File: src/rtl/pref_pkg.sv
// Shared constants, types and the line-alignment helper for the prefetch issue queue.
package pref_pkg;

   localparam int LINE_OFFSET = 6;
   localparam int PKG_ADDR_W  = 64;
   localparam int DROP_CNT_W  = 32;

   typedef logic [PKG_ADDR_W-1:0] line_addr_t;

   function automatic line_addr_t to_line(input line_addr_t addr);
      return {addr[PKG_ADDR_W-1:LINE_OFFSET], {LINE_OFFSET{1'b0}}};
   endfunction

endpackage

File: src/rtl/pref_filter.sv
// Recent-line CAM: 3 lookup ports on start-of-cycle state, 3 round-robin insert ports.
// Only built when PREF_FILTER_EN is defined.
`ifdef PREF_FILTER_EN
module pref_filter #(
   parameter int ENTRIES = 16,
   parameter int ADDR_W  = 64
) (
   input  logic                   clk,
   input  logic                   rst,
   input  logic [2:0][ADDR_W-1:0] look_line,
   output logic [2:0]             hit,
   input  logic [2:0]             ins_valid,
   input  logic [2:0][ADDR_W-1:0] ins_line
);

   localparam int PW = $clog2(ENTRIES);

   logic [ADDR_W-1:0]  ent_line [ENTRIES];
   logic [ENTRIES-1:0] ent_valid;
   logic [PW-1:0]      ptr;
   logic [PW-1:0]      ptr_next;
   logic [2:0][PW-1:0] idx;

   always_comb begin
      hit = '0;
      for (int p = 0; p < 3; p++) begin
         for (int e = 0; e < ENTRIES; e++) begin
            if (ent_valid[e] && ent_line[e] == look_line[p]) hit[p] = 1'b1;
         end
      end
   end

   // Inserts pack densely from the pointer so skipped ports leave no holes.
   always_comb begin
      idx[0]   = ptr;
      idx[1]   = idx[0] + PW'(ins_valid[0]);
      idx[2]   = idx[1] + PW'(ins_valid[1]);
      ptr_next = idx[2] + PW'(ins_valid[2]);
   end

   always_ff @(posedge clk or posedge rst) begin
      if (rst) begin
         ent_valid <= '0;
         ptr       <= '0;
      end else begin
         for (int k = 0; k < 3; k++) begin
            if (ins_valid[k]) ent_valid[idx[k]] <= 1'b1;
         end
         ptr <= ptr_next;
      end
   end

   always_ff @(posedge clk) begin
      for (int k = 0; k < 3; k++) begin
         if (ins_valid[k]) ent_line[idx[k]] <= ins_line[k];
      end
   end

endmodule
`endif

File: src/rtl/pref_queue.sv
// Prefetch issue queue: line-align, dedup, optional recent-line filter (PREF_FILTER_EN),
// FIFO buffering and one valid/ready request per cycle.
module pref_queue
   import pref_pkg::*;
#(
   parameter int DEPTH          = 8,
   parameter int FILTER_ENTRIES = 16,
   parameter int ADDR_W         = 64
) (
   input  logic                      clk,
   input  logic                      rst,
   input  logic [ADDR_W-1:0]         pref_addr1_i,
   input  logic [ADDR_W-1:0]         pref_addr2_i,
   input  logic [ADDR_W-1:0]         pref_addr3_i,
   input  logic                      pref_valid1_i,
   input  logic                      pref_valid2_i,
   input  logic                      pref_valid3_i,
   output logic [ADDR_W-1:0]         req_addr_o,
   output logic                      req_valid_o,
   input  logic                      req_ready_i,
   output logic [$clog2(DEPTH):0]    occupancy_o,
   output logic [DROP_CNT_W-1:0]     drop_cnt_o
);

   localparam int PW = $clog2(DEPTH);
   localparam int CW = PW + 1;

   if (DEPTH < 2 || (DEPTH & (DEPTH - 1)) != 0 ||
       FILTER_ENTRIES < 2 || (FILTER_ENTRIES & (FILTER_ENTRIES - 1)) != 0) begin : g_bad_cfg
      $error("pref_queue: DEPTH and FILTER_ENTRIES must be powers of two >= 2");
   end

   logic [2:0][ADDR_W-1:0] lines;
   logic [2:0]             valid_in;
   logic [2:0]             hit;
   logic [2:0]             keep;
   logic [2:0]             acc;
   logic [2:0][PW-1:0]     wr_idx;
   logic [CW-1:0]          free;
   logic [CW-1:0]          taken;
   logic [1:0]             drop_now;
   logic                   deq;
   logic [DROP_CNT_W:0]    drop_sum;

   logic [ADDR_W-1:0]      mem [DEPTH];
   logic [PW-1:0]          wr_ptr;
   logic [PW-1:0]          rd_ptr;
   logic [CW-1:0]          count;
   logic [DROP_CNT_W-1:0]  drop_cnt;

   assign lines[0] = ADDR_W'(to_line(line_addr_t'(pref_addr1_i)));
   assign lines[1] = ADDR_W'(to_line(line_addr_t'(pref_addr2_i)));
   assign lines[2] = ADDR_W'(to_line(line_addr_t'(pref_addr3_i)));
   assign valid_in = {pref_valid3_i, pref_valid2_i, pref_valid1_i};

`ifdef PREF_FILTER_EN
   pref_filter #(
      .ENTRIES (FILTER_ENTRIES),
      .ADDR_W  (ADDR_W)
   ) u_filter (
      .clk       (clk),
      .rst       (rst),
      .look_line (lines),
      .hit       (hit),
      .ins_valid (acc),
      .ins_line  (lines)
   );
`else
   assign hit = '0;
`endif

   // Space is judged at cycle start; later slots lose first when it runs out.
   always_comb begin
      keep[0]  = valid_in[0] & ~hit[0];
      keep[1]  = valid_in[1] & ~(valid_in[0] && lines[1] == lines[0]) & ~hit[1];
      keep[2]  = valid_in[2] & ~(valid_in[0] && lines[2] == lines[0])
                             & ~(valid_in[1] && lines[2] == lines[1]) & ~hit[2];
      free     = CW'(DEPTH) - count;
      taken    = '0;
      acc      = '0;
      drop_now = 2'd0;
      wr_idx   = '0;
      for (int i = 0; i < 3; i++) begin
         wr_idx[i] = wr_ptr + PW'(taken);
         if (keep[i]) begin
            if (taken < free) begin
               acc[i] = 1'b1;
               taken  = taken + CW'(1);
            end else begin
               drop_now = drop_now + 2'd1;
            end
         end
      end
      deq      = (count != '0) && req_ready_i;
      drop_sum = {1'b0, drop_cnt} + (DROP_CNT_W+1)'(drop_now);
   end

   always_ff @(posedge clk or posedge rst) begin
      if (rst) begin
         wr_ptr   <= '0;
         rd_ptr   <= '0;
         count    <= '0;
         drop_cnt <= '0;
      end else begin
         wr_ptr   <= wr_ptr + PW'(taken);
         rd_ptr   <= rd_ptr + PW'(deq);
         count    <= count + taken - CW'(deq);
         drop_cnt <= drop_sum[DROP_CNT_W] ? '1 : drop_sum[DROP_CNT_W-1:0];
      end
   end

   always_ff @(posedge clk) begin
      for (int i = 0; i < 3; i++) begin
         if (acc[i]) mem[wr_idx[i]] <= lines[i];
      end
   end

   assign req_valid_o = (count != '0);
   assign req_addr_o  = (count != '0) ? mem[rd_ptr] : '0;
   assign occupancy_o = count;
   assign drop_cnt_o  = drop_cnt;

endmodule

File: config.mk
export PLATFORM = sky130hd
export DESIGN_NAME = pref_queue
export DESIGN_NICKNAME = d
export VERILOG_FILES = /design/src/rtl/pref_pkg.sv /design/src/rtl/pref_filter.sv /design/src/rtl/pref_queue.sv
export SDC_FILE = /design/constraint.sdc
export NUM_CORES = 1
export LEC_CHECK = 0
export CORE_UTILIZATION = 59
export DETAILED_ROUTE_END_ITERATION = 8
export PLACE_DENSITY = 0.81
export SETUP_SLACK_MARGIN = 0.4
export SLEW_MARGIN = 40
export SYNTH_ARGS = -nofsm -noshare
export SYNTH_HDL_FRONTEND = slang
export SYNTH_SLANG_ARGS = --single-unit
File: constraint.sdc
create_clock -name clk -period 7.72 [get_ports clk]
set_input_delay 0.772 -clock clk [delete_from_list [all_inputs] [get_ports clk]]
set_output_delay 0.772 -clock clk [all_outputs]
set_load 0.02 [all_outputs]
; Word level (Yosys, flattened, before mapping)
; Memory sizes are Yosys's and may differ from the RTL's.
; Index checks and enable logic that the tools add are counted.
[totals]
elab_cells = 60
mem_count = 1
register_bits = 42
ramBits = 464
output_inout_bits = 101
[mem_list]
columns = memory, words, word_bits, read_ports, rd_ports_with_merged_regs, write_ports, line_no
row1 = mem, 8, 58, 1, 0, 3, pref_queue.sv:45  ; logic [ADDR_W-1:0] mem [DEPTH];
[classes]
bitwise = 6
reduce_logical = 5
order_cmp = 3
n_mux = 26
n_addsub = 12
eq_ne = 3
[ops]
columns = cell, count
row1 = $eq 58x58->1, 3
row2 = $mux 64, 1
row3 = $add 32x2->33, 1
row4 = $mux 32, 1
row5 = $mux 4, 5
row6 = $mux 1, 14
row7 = $mux 2, 5
row8 = $add 3x3->3, 3
row9 = $add 4x1->4 const B, 2
row10 = $lt 4x4->1, 2
row11 = $add 2x1->2 const B, 2
row12 = $add 4x4->4, 1
row13 = $logic_and 1x1->1, 4
row14 = $lt 1x4->1 const A, 1
row15 = $reduce_bool 4->1, 1
row16 = $sub 4x1->4, 1
row17 = $sub 4x4->4 const A, 1
row18 = $add 3x1->3, 1
row19 = $and 1x1->1, 3
row20 = $not 1->1, 3

; Logic depth before layout (Yosys ltp)
[depth]
ltp_word = 12
mapped_depth = 25
ltp_nobuf = 25

; Worst setup path after synthesis
; No wires, ideal clock.
[synth_timing]
path_kind = register to register
startpoint = reg count[0], in the netlist occupancy_o[0]
endpoint = mem mem[4][0] (netlist name), enable pin
setup_time_ns = 0.562
synth_period_minus_slack_ns = 6.232
n_path_buf = 0
arrival_ns = 5.670
path_stages_with_launch = 7
path_slack_ns = 1.488
cell_sequence = dfrtp_1 inv_1 ha_1 nor3_1 a31oi_1 o21ai_1 o311ai_1
[synth_rtl]
columns = element, line_no
row1 = start: declaration, pref_queue.sv:48  ; logic [CW-1:0] count;
row2 = start signal: assignment, pref_queue.sv:107  ; count <= count + taken - CW'(deq);
row3 = end: declaration, pref_queue.sv:45

; Worst setup path after layout
[layout_timing]
startpoint = in pref_addr2_i[16]
endpoint = reg drop_cnt[31], in the netlist drop_cnt_o[31]
[layout_between]
elab_chain_len = 10
word_cells_on_any_way = 16
[layout_lines]
columns = element, line_no
row1 = start: declaration, pref_queue.sv:13  ; input logic [ADDR_W-1:0] pref_addr2_i,
row2 = $eq 58x58->1, pref_queue.sv:75  ; keep[1] = valid_in[1] & ~(valid_in[0] && lines[1] == lines[0]) & ~hit[1];
row3 = $logic_and 1x1->1, pref_queue.sv:75
row4 = $not 1->1, pref_queue.sv:75
row5 = $and 1x1->1, pref_queue.sv:75
row6 = $mux 4 or $mux 2 (tied branches), pref_queue.sv:85  ; if (keep[i]) begin
row7 = $lt 4x4->1 or $add 2x1->2 (tied branches), "pref_queue.sv:86, pref_queue.sv:90"
row8 = $mux 2, pref_queue.sv:86  ; if (taken < free) begin
row9 = $mux 2 (*), pref_queue.sv:85
row10 = $add 32x2->33 (*), pref_queue.sv:95  ; drop_sum = {1'b0, drop_cnt} + (DROP_CNT_W+1)'(drop_now);
row11 = $mux 32 (*), pref_queue.sv:108  ; drop_cnt <= drop_sum[DROP_CNT_W] ? '1 : drop_sum[DROP_CNT_W-1:0];
row12 = end signal: assignment, pref_queue.sv:108
row13 = end: declaration, pref_queue.sv:49  ; logic [DROP_CNT_W-1:0] drop_cnt;
; Mark *: on every way between the ends. The rest lies on a longest branch, timed or not.

==> out/qor.yml <==
worst_setup_path:
  cp_cell_sequence: "clkdlybuf4s50_1, xnor2_2, nand4_1, nor4_1, buf_4, nand4_1, o21ai_2, nor2_1, ha_1, a21oi_1, or2_2, a31oi_1, mux2_2, a211o_1, nand3_1, ha_1, a21o_1, nand4_1, nor3_1, nand3_1, nor2_1, or4b_2, nor3_1, a21oi_1"
  r2r_cells: 25
  endpoint_kind: "register"
  reg2reg_to: "drop_cnt_o[31]$_DFF_PP0_"
  path_class: "input port to register"
  ff2ff_setup_slack_ns: 1.38
  critical_path_peak_fanout: 10
  arrival_ns: 7.34
  worstSetupStartpointType: "input port"
  crit_slowest_cell: "clkdlybuf4s50_1"
  max_stage_delay_ns: 0.65
  cp.required_ns: 8.23
  cp_common_cell: "nand4_1"
  reg2reg_from: "occupancy_o[0]$_DFF_PP0_"
floorplanning:
  io_pins: 299
  initial_core_util: 0.5982
  die_area_mm2: 0.05813
  rows: 87
  chipWidth_um: 241.1
  die_h_um: 241.1
  core_area_mm2: 0.05639
worst_hold_path:
  hold_class: "register to register"
  worstHoldEndpoint: "drop_cnt_o[28]$_DFF_PP0_"
  hp-start: "drop_cnt_o[28]$_DFF_PP0_"
  hold_path_depth: 1
clock_network:
  cts_buffer_depth: 3
  cts_buffers: 55
  tritoncts: "built"
  ctsHoldBuffers: 0
  cts-htree-levels: 2
  path_clk_slew_ns: 0.06
  cts.sinks: 506
  clk_latency_ns: 0.62
  cts_root_buf: "clkbuf_16"
  postCtsSetupRepairBufs: 0
logic_synthesis:
  synth_area_per_cell_um2: 13.42
  synth.top_cells.by_area: "edfxtp_1, mux2_2, mux2i_1"
  yosys_warnings: 0
  yosysMostFrequentCell: "mux2_2"
  synth-edff-count: 464
  synth_cell_types: 63
  netlist.area_leader.share: 0.4131
  ys_seq_elements: 506
  synth-seq-area-share: 0.4442
  ys.flop_type: "edfxtp_1"
  synth_top_area_cell: "edfxtp_1"
  synthesis.area_mm2: 0.03373
  syn_inst: 2514
  synth_commonest_cells: "mux2_2, edfxtp_1, mux2i_1"
  async_reset_ff_frac: 0.08300
route:
  drtIter0Drc: 2639
  vias: 23380
  final_antenna_net_count: 0
  wl_per_cell_um: 30.46
  first_pass_iters: 5
  remaining_drc_errors: 0
  routed_wl_um: 105600
  post_drt_via_cell_ratio: 6.747
timing:
  max_freq_mhz: 146.3
  clock_skew_ns: 0.01945
  setup_violations: 0
  maxSlewHeadroom: 0.4162
  fin_crit_ns: 6.833
  period_share: 0.8852
  setup_tns_ns: 0
  hold_viol: 0
  slew_viol_final: 0
  tightest_slew_ns: 0.8756
  rsz0062_at_grt: "no"
placement:
  gp_congestion: 1.018
  io_buffers: 274
  post-dp-hpwl_um: 66190
pwr:
  p_leak_uw: 0.01487
  ir_drop_v: 0.0004448
  power_per_cell_area_mw_per_mm2: 440.9
global_route:
  grt_pass1_vias: 23880
  grt_antenna_before_repair: 27
  grt_usage: 0.3635
  grt_pass1_wl_um: 153800
  grt-ovfl-total: 0
  grt_max_degree: 59
final_layout:
  fin_util: 0.6893
  multi_input_area_mm2: 0.01723
  layout.nets: 2871
  regArea_mm2: 0.01500
  drive_above_1_share: 0.3305
  syn2layout_area_growth_pct: 15.23
  fillers: 4054
status:
  status: "finished clean"
job:
  cap_violations: 0
## layer usage
| layer | vias to the layer above | share of wire | GRT usage |
|---|---|---|---|
| li1 | 9765 | - | - |
| met4 | 26 | 0.047 | 0.1709 |
| met1 | 11810 | 0.37 | 0.4570 |
| met3 | 337 | 0.12 | 0.1114 |
| met2 | 1444 | 0.47 | 0.5746 |
| met5 | - | 0.0016 | 0 |
## layout make-up
class	count	area share
clock buffers	77	0.03943
repair buffers	377	0.09535
flip-flops and latches	506	0.3858
well taps	756	0.02434
diodes	20	0.001288
multi-input cells	1646	0.4434
clock inverters	21	0.004346
inverters	63	0.006084
## power by group
| part | switching (uW) | internal (uW) | leakage (uW) | total, uW |
|---|---|---|---|---|
| sequential | 503 | 5050 | 0.00484 | 5550 |
| combinational | 5040 | 3970 | 0.00920 | 9010 |
| clock | 1110 | 1470 | 0.000835 | 2580 |
| total | 6650 | 10500 | 0.0149 | 17100 |
## critical path, delay by kind of cell
kind | cells | cell delay, ns
buffers and inverters | 2 | 0.83
and+or+nand+nor | 12 | 3.33
xor gates and xnor gates | 1 | 0.49
adders and majority gates | 2 | 0.63
AOI/OAI and AO/OA | 6 | 1.01
muxes | 1 | 0.27
## registers in the layout, indices dropped and copies added (netlist names)
name,count
occupancy_o,4
mem,464
drop_cnt_o,32
wr_ptr,3
rd_ptr,3
## per-stage QoR
stage | worst slack (ns) | instances | cell area (um2) | hold slack, ns | total power (uW)
floorplan | 1.488 | 2519 | 33750 | 0.4765 | 11260
global placement | 0.5351 | 3346 | 37040 | 0.5106 | 14190
detailed placement | 0.2673 | 3347 | 37080 | 0.5212 | 14470
CTS | 0.8667 | 3445 | 38780 | 0.5344 | 17070
global route | 0.5445 | 3452 | 38830 | 0.5708 | 17710
finish | 0.8865 | 3466 | 38870 | 0.5348 | 17140
## layout by cell type (no fill, tap or decap), types with 6 or more instances in the layout
| cell | synthesis | final |
|---|---|---|
| mux2_1 | 13 | 13 |
| buf_12 | 0 | 14 |
| diode_2 | 0 | 20 |
| nand3_1 | 18 | 17 |
| clkdlybuf4s50_1 | 0 | 274 |
| ha_1 | 20 | 20 |
| mux2_2 | 558 | 558 |
| o22ai_1 | 17 | 17 |
| nand2b_1 | 9 | 9 |
| conb_1 | 1 | 6 |
| nor4_1 | 23 | 22 |
| mux2i_1 | 422 | 422 |
| clkbuf_16 | 0 | 58 |
| a31oi_1 | 8 | 8 |
| buf_4 | 30 | 85 |
| xnor2_1 | 89 | 88 |
| clkinv_1 | 13 | 23 |
| dfrtp_1 | 42 | 39 |
| nor2b_1 | 6 | 6 |
| xor2_1 | 82 | 82 |
| nand2_4 | 0 | 6 |
| clkbuf_1 | 107 | 18 |
| mux4_2 | 116 | 116 |
| inv_1 | 47 | 46 |
| edfxtp_1 | 464 | 464 |
| nand4_1 | 27 | 27 |
| clkinv_2 | 0 | 9 |
| nand2_1 | 56 | 50 |
| and3_1 | 6 | 6 |
| nor2_1 | 90 | 90 |
| nor3_1 | 12 | 12 |
## worst max path at each step
stage | endpoint | depth (start not counted) | start | slack, ns
2_1_floorplan | mem[4][0]$_DFFE_PP_ | 6 | occupancy_o[0]$_DFF_PP0_ | 1.49
3_3_place_gp | drop_cnt_o[31]$_DFF_PP0_ | 24 | pref_addr2_i[16] | 0.54
3_5_place_dp | drop_cnt_o[31]$_DFF_PP0_ | 24 | pref_addr2_i[16] | 0.27
4_1_cts | drop_cnt_o[31]$_DFF_PP0_ | 24 | pref_addr2_i[16] | 0.87
5_1_grt | drop_cnt_o[31]$_DFF_PP0_ | 24 | pref_addr2_i[16] | 0.54
6_report | drop_cnt_o[31]$_DFF_PP0_ | 24 | pref_addr2_i[16] | 0.89
## what timing repair did
action | 4_1_cts | 5_1_grt
gates resized for setup | 0 | 1
endpoints found under the hold margin | 0 | 0
endpoints found under the setup margin | 0 | 1
## cells by family after synthesis
family	Yosys count	share of synthesized area
AOI/OAI and AO/OA	66	0.01480
xor gates and xnor gates	171	0.04440
other	1	0.0001112
and+or+nand+nor	269	0.04095
muxes	1110	0.3937
buffers and inverters	367	0.05201
DFF	506	0.4442
adders and majority gates	24	0.009793
No activity file was read; power rests on OpenSTA's default activity.
